[src/rtl/cmos_cells_pkg.sv]
// Shared cell-library constants and helpers for the flip-flop based pipeline blocks.
// Delay values are documentation of the primitive timing model; the RTL itself carries no delays.
package cmos_cells_pkg;

   localparam real TCQ    = 0.2;  // register clock-to-Q
   localparam real TGATE1 = 0.1;  // BUF/NOT
   localparam real TGATE2 = 0.2;  // NAND/NOR

   // Width needed to count 0..depth occupied stages.
   function automatic int occ_w(input int depth);
      return $clog2(depth + 1);
   endfunction

endpackage

[src/rtl/dff_pipe_stage.sv]
// One elastic pipeline stage: a valid/data register pair plus its ready term.
// Data only loads when an upstream beat is present, so idle stages do not toggle.
module dff_pipe_stage
   import cmos_cells_pkg::*;
#(
   parameter int WIDTH = 8
) (
   input  logic             C,
   input  logic             RN,
   input  logic             VP,
   input  logic [WIDTH-1:0] DP,
   input  logic             RDYN,
   output logic             V,
   output logic [WIDTH-1:0] DQ,
   output logic             RDY
);

   logic             v_d, v_q;
   logic [WIDTH-1:0] d_d, d_q;

   // Empty stages accept regardless of downstream, which is what collapses bubbles.
   assign RDY = ~v_q | RDYN;

   always_comb begin
      // NOTE: defaults first so every path assigns v_d/d_d and no latch is inferred.
      v_d = v_q;
      d_d = d_q;
      if (RDY) begin
         v_d = VP;
         if (VP) d_d = DP;
      end
   end

   // NOTE: sequential state uses non-blocking assignments so all stages sample pre-edge values.
   always_ff @(posedge C) begin
      if (!RN) begin
         // NOTE: data registers are reset too, so Q reads 0 out of reset rather than stale data.
         v_q <= 1'b0;
         d_q <= '0;
      end else begin
         v_q <= v_d;
         d_q <= d_d;
      end
   end

   assign V  = v_q;
   assign DQ = d_q;

endmodule

[src/rtl/dff_pipe.sv]
// DEPTH-stage elastic register pipeline with valid/ready flow control and occupancy count.
// Optional flush path enabled by defining DFF_PIPE_FLUSH_EN (adds the FLUSH input).
module dff_pipe
   import cmos_cells_pkg::*;
#(
   parameter int WIDTH = 8,
   parameter int DEPTH = 4
) (
   input  logic                     C,
   input  logic                     RN,
   input  logic                     VI,
   input  logic [WIDTH-1:0]         D,
   output logic                     RI,
   output logic                     VO,
   output logic [WIDTH-1:0]         Q,
   input  logic                     RO,
`ifdef DFF_PIPE_FLUSH_EN
   input  logic                     FLUSH,
`endif
   output logic [occ_w(DEPTH)-1:0]  OCC
);

   localparam int OCC_W = occ_w(DEPTH);

   logic             flush;
   logic [DEPTH-1:0] v_all;
   logic [OCC_W-1:0] occ_c;

`ifdef DFF_PIPE_FLUSH_EN
   assign flush = FLUSH;
`else
   assign flush = 1'b0;
`endif

   // Flush forces every stage ready with no incoming valid: all valids clear, data holds.
   for (genvar k = 1; k <= DEPTH; k++) begin : g_stg
      logic             vp;
      logic [WIDTH-1:0] dp;
      logic             rdyn;
      logic             v;
      logic [WIDTH-1:0] dq;
      logic             rdy;

      if (k == 1) begin : g_head
         assign vp = VI & ~flush;
         assign dp = D;
      end else begin : g_link
         assign vp = g_stg[k-1].v & ~flush;
         assign dp = g_stg[k-1].dq;
      end

      if (k == DEPTH) begin : g_tail
         assign rdyn = RO | flush;
      end else begin : g_body
         assign rdyn = g_stg[k+1].rdy | flush;
      end

      dff_pipe_stage #(.WIDTH(WIDTH)) u_stage (
         .C    (C),
         .RN   (RN),
         .VP   (vp),
         .DP   (dp),
         .RDYN (rdyn),
         .V    (v),
         .DQ   (dq),
         .RDY  (rdy)
      );

      assign v_all[k-1] = v;
   end

   always_comb begin
      occ_c = '0;
      for (int k = 0; k < DEPTH; k++) occ_c = occ_c + OCC_W'(v_all[k]);
   end

   assign OCC = occ_c;
   assign RI  = g_stg[1].rdy & ~flush;
   assign VO  = g_stg[DEPTH].v;
   assign Q   = g_stg[DEPTH].dq;

endmodule

[config.mk]
export PLATFORM = sky130hd
export DESIGN_NAME = dff_pipe
export DESIGN_NICKNAME = d
export VERILOG_FILES = /design/src/rtl/cmos_cells_pkg.sv /design/src/rtl/dff_pipe_stage.sv /design/src/rtl/dff_pipe.sv
export SDC_FILE = /design/constraint.sdc
export NUM_CORES = 1
export LEC_CHECK = 0
export CORE_UTILIZATION = 52
export DETAILED_ROUTE_END_ITERATION = 12
export GPL_ROUTABILITY_DRIVEN = 0
export PLACE_DENSITY = 0.77
export SYNTH_ARGS = -nofsm -noshare
export SYNTH_HDL_FRONTEND = slang
export SYNTH_SLANG_ARGS = --single-unit
[constraint.sdc]
create_clock -name C -period 1.8 [get_ports C]
set_clock_uncertainty 0.05 [all_clocks]
set_input_delay 0.18 -clock C [delete_from_list [all_inputs] [get_ports C]]
set_output_delay 0.18 -clock C [all_outputs]
set_load 0.02 [all_outputs]
**Yosys cells after proc, flatten, opt, wreduce, memory -nomap -nowiden**

Cells that the tools add are included.

- $add $sub $neg: 3
- Bitwise gates (word level): 8
- Reductions and logical operators: 4

Operators with widths:

| cell | number |
|---|---|
| 2-bit AND reduction | 4 |
| 3-bit by 1-bit adder with 3-bit output | 2 |
| 1-bit NOT | 4 |
| 1-bit bitwise OR | 4 |
| 1-bit by 1-bit adder with 2-bit output | 1 |

- Flip-flop bits (word level): 36
- Input port bits: 12
- Output and inout bits: 13
- Word-level logic and storage cells: 23

**Depth between registers and ports, before layout**

Gate-level depths: netlist of the first run.

- Word-level depth: 6
- Depth in mapped cells: 4
- Depth with buffers taken out: 3

**Cells and area by module**

Synthesis of the first run repeated with hierarchy kept, for this count alone.

- Cell total of the unflattened synthesis: 163
- Area, all modules: 1,546.5 um^2

Modules (own cells, without submodules):

| module | instances | cells an instance | area each (um^2) | sequential area each (um^2) |
|---|---|---|---|---|
| dff_pipe_stage | 4 | 40 | 375.4 | 180.2 |
| dff_pipe | 1 | 3 | 45.0 | 0.0 |

**Worst setup path after synthesis of the first run**

No wires, ideal clock.

- Path type: reg-to-output
- Start: reg g_stg[2].u_stage.v_q
- End: out OCC[1]
- Data arrival time: 1.453 ns
- Required time: 1.570 ns
- Slack: 0.117 ns
- Stages on the path, launching flop included: 4
- Path buffers: 0
- Cells stage by stage: dfxtp_1 ha_1 fa_1 ha_1

- Longest elaborated chain between the ends: 3

Ends and longest elaborated chain:

| item | RTL line | text |
|---|---|---|
| start: declaration | dff_pipe_stage.sv:18 | `logic v_d, v_q;` |
| start signal: assignment | dff_pipe_stage.sv:41 | `v_q <= v_d;` |
| 1-bit by 1-bit adder with 2-bit output | dff_pipe.sv:74 | `for (int k = 0; k < DEPTH; k++) occ_c = occ_c + OCC_W'(v_all[k]);` |
| 3-bit by 1-bit adder with 3-bit output (2 in series) | dff_pipe.sv:74 |  |
| end: declaration | dff_pipe.sv:20 | `output logic [occ_w(DEPTH)-1:0] OCC` |

No other way between the ends.

**Final worst setup path of the first run**

- Start: reg g_stg[1].u_stage.v_q
- End: out OCC[1]

- Longest elaborated chain between the ends: 3

Ends and longest elaborated chain:

| item | RTL line |
|---|---|
| start: declaration | dff_pipe_stage.sv:18 |
| start signal: assignment | dff_pipe_stage.sv:41 |
| 1-bit by 1-bit adder with 2-bit output | dff_pipe.sv:74 |
| 3-bit by 1-bit adder with 3-bit output (2 in series) | dff_pipe.sv:74 |

No other way between the ends.

==> results of run 1 <==
power by group:
| part | internal [mW] | leakage [nW] | total, mW | switching, mW |
|---|---|---|---|---|
| Clock | 0.290 | 0.0412 | 0.569 | 0.280 |
| Combinational | 0.0764 | 0.481 | 0.165 | 0.0883 |
| Sequential | 0.825 | 0.294 | 0.844 | 0.0189 |
repair_timing:
| item | 4_1_cts | 5_1_grt |
|---|---|---|
| cloned | 0 | 0 |
| resized for setup | 25 | 0 |
| endpoints found under the setup margin | 4 | 4 |
worst max path at each step:
stage,to,slack (ns)
floorplan,OCC[1],0.12
global placement,OCC[1],-0.25
detailed placement,OCC[1],-0.28
CTS,OCC[1],-0.10
global route,OCC[1],-0.14
finish,OCC[1],-0.1
critical path, delay by kind of cell (launching register included):
family                     cells  cell delay [ns]
buffers and inverters          1             0.10
adders and majority gates      3             0.87
DFF                            1             0.36
cells by family after synthesis:
| kind of cell | synth area share [%] |
|---|---|
| and+or+nand+nor | 27.4 |
| muxes | 4.95 |
| buffers and inverters | 6.34 |
| DFF | 44.5 |
| AOI/OAI and AO/OA | 14.1 |
| adders and majority gates | 2.78 |
stage by stage:
step           instances  TNS [ns]  cell area, µm²  util (%)
2_1_floorplan        175         0            1620         -
3_5_place_dp         225    -0.524            1900      66.6
5_1_grt              233    -0.344            2020      70.7
6_report             233    -0.139            2020      70.7
4_1_cts              233    -0.159            2020      70.7
3_3_place_gp         225    -0.431            1900      66.6
layout by cell type, fill, tap and decap left out, types with 2 or more instances in the layout:
cell type / count
dfxtp_2: 2
clkbuf_4: 5
a31oi_1: 8
mux2i_1: 8
clkdlybuf4s50_1: 20
and3b_1: 3
nand2_1: 17
buf_6: 4
o21ai_0: 8
dfxtp_1: 34
nor2_1: 3
a21oi_1: 11
nand3_1: 16
inv_1: 2
nand4_1: 24
o21ai_2: 7
ha_4: 2
and4b_1: 5
buf_4: 8
per-layer routing:
| metal | share of wire, % | global-route usage (%) | up-vias |
|---|---|---|---|
| met2 | 50 | 36.6 | 27 |
| met5 | 0 | 0 | - |
| li1 | - | - | 706 |
| met4 | 1.6 | 9.86 | 0 |
| met3 | 3.3 | 4.69 | 7 |
| met1 | 45 | 28.2 | 681 |
final cells by class:
cell class | instances | area [µm²] | share of cell area (%)
tap | 31 | 38.8 | 1.92
sequential | 36 | 723 | 35.9
clock buffer | 5 | 37.5 | 1.86
multi-input combinational | 121 | 823 | 40.8
clock inverter | 3 | 42.5 | 2.11
timing repair buffer | 34 | 334 | 16.6
inverter | 3 | 16.3 | 0.807
sequential cells by signal (all words and copies together) (netlist names):
register	flops
g_stg.u_stage.V	4
g_stg.u_stage.DQ	32
==> flow_metrics.tcl, run 1 <==
set metrics [dict create \
    fin_nets 216 \
    synth_edf_count 0 \
    async_flop_share_pct 0 \
    worstSetupPathType "reg2out" \
    pre_cts_ws_ns -0.279 \
    ios 25 \
    cts_tree "done" \
    die-area_um2 3340 \
    min_path_type "in2reg" \
    status "finished with violations" \
    setup_viol 3 \
    startpoint "g_stg[1].u_stage.V" \
    worstMarginPinSlew_ns 0.688 \
    cap_violations 0 \
    max_stage_delay_ns 0.36 \
    yosysWarnings 0 \
    dominantRegCellSynth "dfxtp_1" \
    drtPass1Iterations 8 \
    grt_max_degree 58 \
    antenna_found_initial 0 \
    worstPathCellList "ha_4 > fa_2 > ha_4 > buf_6" \
    hold-path-cell-count 3 \
    nFillCells 234 \
    yosys-top-cells-count "36 x dfxtp_1, 24 x nand4_1, 17 x nand2_1" \
    max_freq_ghz 0.526 \
    die_x_um 57.8 \
    areaGrowthSynthToFinish_pct 24.5 \
    irDropWorstVdd_mv 0.758 \
    cts.sinks 36 \
    cp_max_fo 2 \
    grt_pass1_vias 1287 \
    clock_latency_ns 0.34 \
    rrSetupSlack_ns 0.23 \
    dpl.hpwl_um 2370 \
    routedWlPerCell_um 14.7 \
    syn-mean-instance-area_um2 9.25 \
    cts_buffers 5 \
    worstHoldStart "D[2]" \
    synthesis.area_um2 1620 \
    drv_slew 0 \
    drtIter0Drc 63 \
    synthTopCellsByArea "dfxtp_1 45%, nand4_1 9.3%, mux2i_1 4.9%" \
    fp.dieH_um 57.8 \
    arrival_ns 1.67 \
    syn_inst 175 \
    cp_common_cell "ha_4" \
    portBuffers 24 \
    cp-start-kind "register" \
    holdWs_ns 0.385 \
    leakagePower_nw 0.817 \
    grt_usage_pct 22.3 \
    synth.distinct_cells 29 \
    synth_top_area_share_pct 44.5 \
    critPathSlowestCell "dfxtp_2" \
    cts_hold_buf 0 \
    max_slew_margin_pct 54.1 \
    hold_viol_final 0 \
    postCtsSetupBuffers 0 \
    reg2reg_depth 3 \
    setup_ws_ns -0.0998 \
    drt-vias-per-instance 6.10 \
    antenna_cells 0 \
    ctsLongestPathBuffers 2 \
    crit_required_ns 1.57 \
    initial_core_util_pct 56.8 \
    power_per_cell_area_nw_per_um2 783 \
    r2r-end "g_stg[2].u_stage.DQ[6]" \
    core_um2 2850 \
    syn-num-nets 190 \
    crit_path_end_kind "primary output" \
    detailroute.via_count 1421 \
    synth_seq_cells 36 \
    drcViolationCount 1 \
    yosys.area.top_type "dfxtp_1" \
    finalWirelength_um 3440 \
    min_period_ns 1.90 \
    ctsRootBufferMaster "clkbuf_4" \
    htreeDepth 2 \
    violations "design-rule violations, negative setup slack" \
    min_period_over_period_pct 106 \
    whs_endpoint "g_stg[1].u_stage.DQ[2]" \
    drive_above_1_share_pct 18.3 \
    path_clk_slew_ns 0.12 \
    r2r-start "g_stg[1].u_stage.V" \
    postRouteAntennaNets 0 \
    p_total_mw 1.58 \
    overflow 0 \
    synth_most_common_cell "dfxtp_1" \
    row_count 19 \
    grt_pass1_wl_um 5740 \
    synth_seq_area_share_pct 44.5 \
    rsz0062_at_grt "true" \
]
(Power assumes the default switching activity.)
==> run 2, diff against run 1 <==
--- a/config.mk
+++ b/config.mk
@@ -6,6 +6,7 @@
 export NUM_CORES = 1
 export LEC_CHECK = 0
 export CORE_UTILIZATION = 52
+export CTS_CLUSTER_DIAMETER = 150
 export DETAILED_ROUTE_END_ITERATION = 12
 export GPL_ROUTABILITY_DRIVEN = 0
 export PLACE_DENSITY = 0.77
==> results of run 2 <==
The final DEF is identical to that of run 1; final timing and power are the same.
==> run 3, diff against run 2 <==
--- a/config.mk
+++ b/config.mk
@@ -5,6 +5,7 @@
 export SDC_FILE = /design/constraint.sdc
 export NUM_CORES = 1
 export LEC_CHECK = 0
+export CORE_MARGIN = 2
 export CORE_UTILIZATION = 52
 export CTS_CLUSTER_DIAMETER = 150
 export DETAILED_ROUTE_END_ITERATION = 12
==> flow_metrics.tcl, run 3 (synthesized netlist as in run 1, its figures left out) <==
set metrics [dict create \
    status "finished with violations" \
    violations "negative setup slack" \
    setup_ws_ns -0.0683 \
    routedWlPerCell_um 14.3 \
    worstSetupPathType "reg2out" \
    cts_hold_buf 0 \
    fin_nets 216 \
    drv_slew 0 \
    grt_usage_pct 21.7 \
    max_slew_margin_pct 58.8 \
    cp_max_fo 2 \
    crit_path_end_kind "primary output" \
    postRouteAntennaNets 0 \
    portBuffers 24 \
    initial_core_util_pct 53.9 \
    hold_viol_final 0 \
    cap_violations 0 \
    min_path_type "in2reg" \
    path_clk_slew_ns 0.10 \
    max_stage_delay_ns 0.35 \
    detailroute.via_count 1435 \
    areaGrowthSynthToFinish_pct 24.4 \
    critPathSlowestCell "dfxtp_2" \
    drcViolationCount 0 \
    crit_required_ns 1.57 \
    min_period_over_period_pct 104 \
    rrSetupSlack_ns 0.31 \
    row_count 20 \
    max_freq_ghz 0.535 \
    antenna_found_initial 0 \
    power_per_cell_area_nw_per_um2 772 \
    fp.dieH_um 59.8 \
    die-area_um2 3580 \
    postCtsSetupBuffers 0 \
    die_x_um 59.8 \
    drtPass1Iterations 4 \
    htreeDepth 2 \
    ctsLongestPathBuffers 2 \
    largest_reg_flops 32 \
    final_cell_mix "34 x dfxtp_1, 24 x nand4_1, 20 x clkdlybuf4s50_1" \
    dpl.hpwl_um 2380 \
    grt_max_degree 58 \
    placed_cell_area_um2 1900 \
    nFillCells 258 \
    clock_latency_ns 0.32 \
    worstMarginPinSlew_ns 0.618 \
    leakagePower_nw 0.818 \
    cp-start-kind "register" \
    multi_input_area_um2 823 \
    rsz0062_at_grt "true" \
    cts_tree "done" \
    seqCellArea_um2 723 \
    ios 25 \
    worstPathCellList "ha_4 > fa_2 > ha_4 > buf_6" \
    irDropWorstVdd_mv 0.555 \
    drtIter0Drc 49 \
    finalWirelength_um 3350 \
    p_total_mw 1.55 \
    drt-vias-per-instance 6.11 \
    cp_common_cell "ha_4" \
    antenna_cells 0 \
    overflow 0 \
    cts_buffers 5 \
    finalInstanceArea_um2 2010 \
    arrival_ns 1.64 \
    final_common_cell "dfxtp_1" \
    ctsRootBufferMaster "clkbuf_4" \
    cts.sinks 36 \
    grt_pass1_wl_um 5960 \
    min_period_ns 1.87 \
    setup_viol 2 \
    tns_ns -0.0803 \
    grt_pass1_vias 1456 \
    core_um2 3000 \
    holdWs_ns 0.401 \
    drive_above_1_share_pct 17.8 \
]
## run 3: cell types whose count changed in the layout (fill, tap and decap cells not counted)
cell	previous run	this run
clkinvlp_4	1	0
clkbuf_1	0	1
## run 3: final cells by class
cell class	count	share of cell area [%]
Tap cell	33	2.05
Timing Repair Buffer	34	16.6
Inverter	3	0.807
Multi-Input combinational cell	121	40.9
Clock inverter	2	1.74
Sequential cell	36	35.9
Clock buffer	6	2.05
## run 3: repair_timing
action                     CTS  global route
gates resized for setup     24             1
cloned                       0             0
setup endpoints to repair    4             4
pin swaps                    0             0
## run 3: per-layer routing
layer / up-vias / GRT usage, % / part of all wire (%)
li1: 704 / - / -
met1: 694 / 23.7 / 43
met2: 35 / 40.5 / 53
met3: 2 / 3.90 / 4.0
met4: 0 / 9.21 / 0.72
met5: - / 0 / 0
## run 3: worst max-delay path: cells and delay by family (launching register included)
| kind | cells | cell delay, ns |
|---|---|---|
| adder cells (fa/ha/maj) | 3 | 0.86 |
| flip-flops | 1 | 0.35 |
| buffers and inverters | 1 | 0.11 |
## run 3: final timing paths
kind | from | endpoint | cells after the start
worst max-delay path | g_stg[1].u_stage.V | OCC[1] | 4
worst min-delay path | D[4] | g_stg[1].u_stage.DQ[4] | 3
worst max register to register | g_stg[1].u_stage.V | g_stg[2].u_stage.DQ[6] | 3
worst min register to register | g_stg[2].u_stage.DQ[6] | g_stg[2].u_stage.DQ[6] | 2
## run 3: through the flow
step | util, % | setup WS, ns | std cells
after floorplan | - | 0.117 | 175
after global placement | 63.3 | -0.252 | 227
after detailed placement | 63.3 | -0.305 | 227
after CTS | 67.0 | -0.0839 | 235
after global routing | 67.1 | -0.119 | 235
final | 67.1 | -0.0683 | 235
## run 3: where the power goes
| part | switching, mW | internal, mW | leakage (nW) | total (mW) |
|---|---|---|---|---|
| Clock | 0.256 | 0.291 | 0.0422 | 0.547 |
| Sequential | 0.0189 | 0.825 | 0.294 | 0.844 |
| Combinational | 0.0875 | 0.0765 | 0.481 | 0.164 |
| Total | 0.362 | 1.19 | 0.818 | 1.55 |
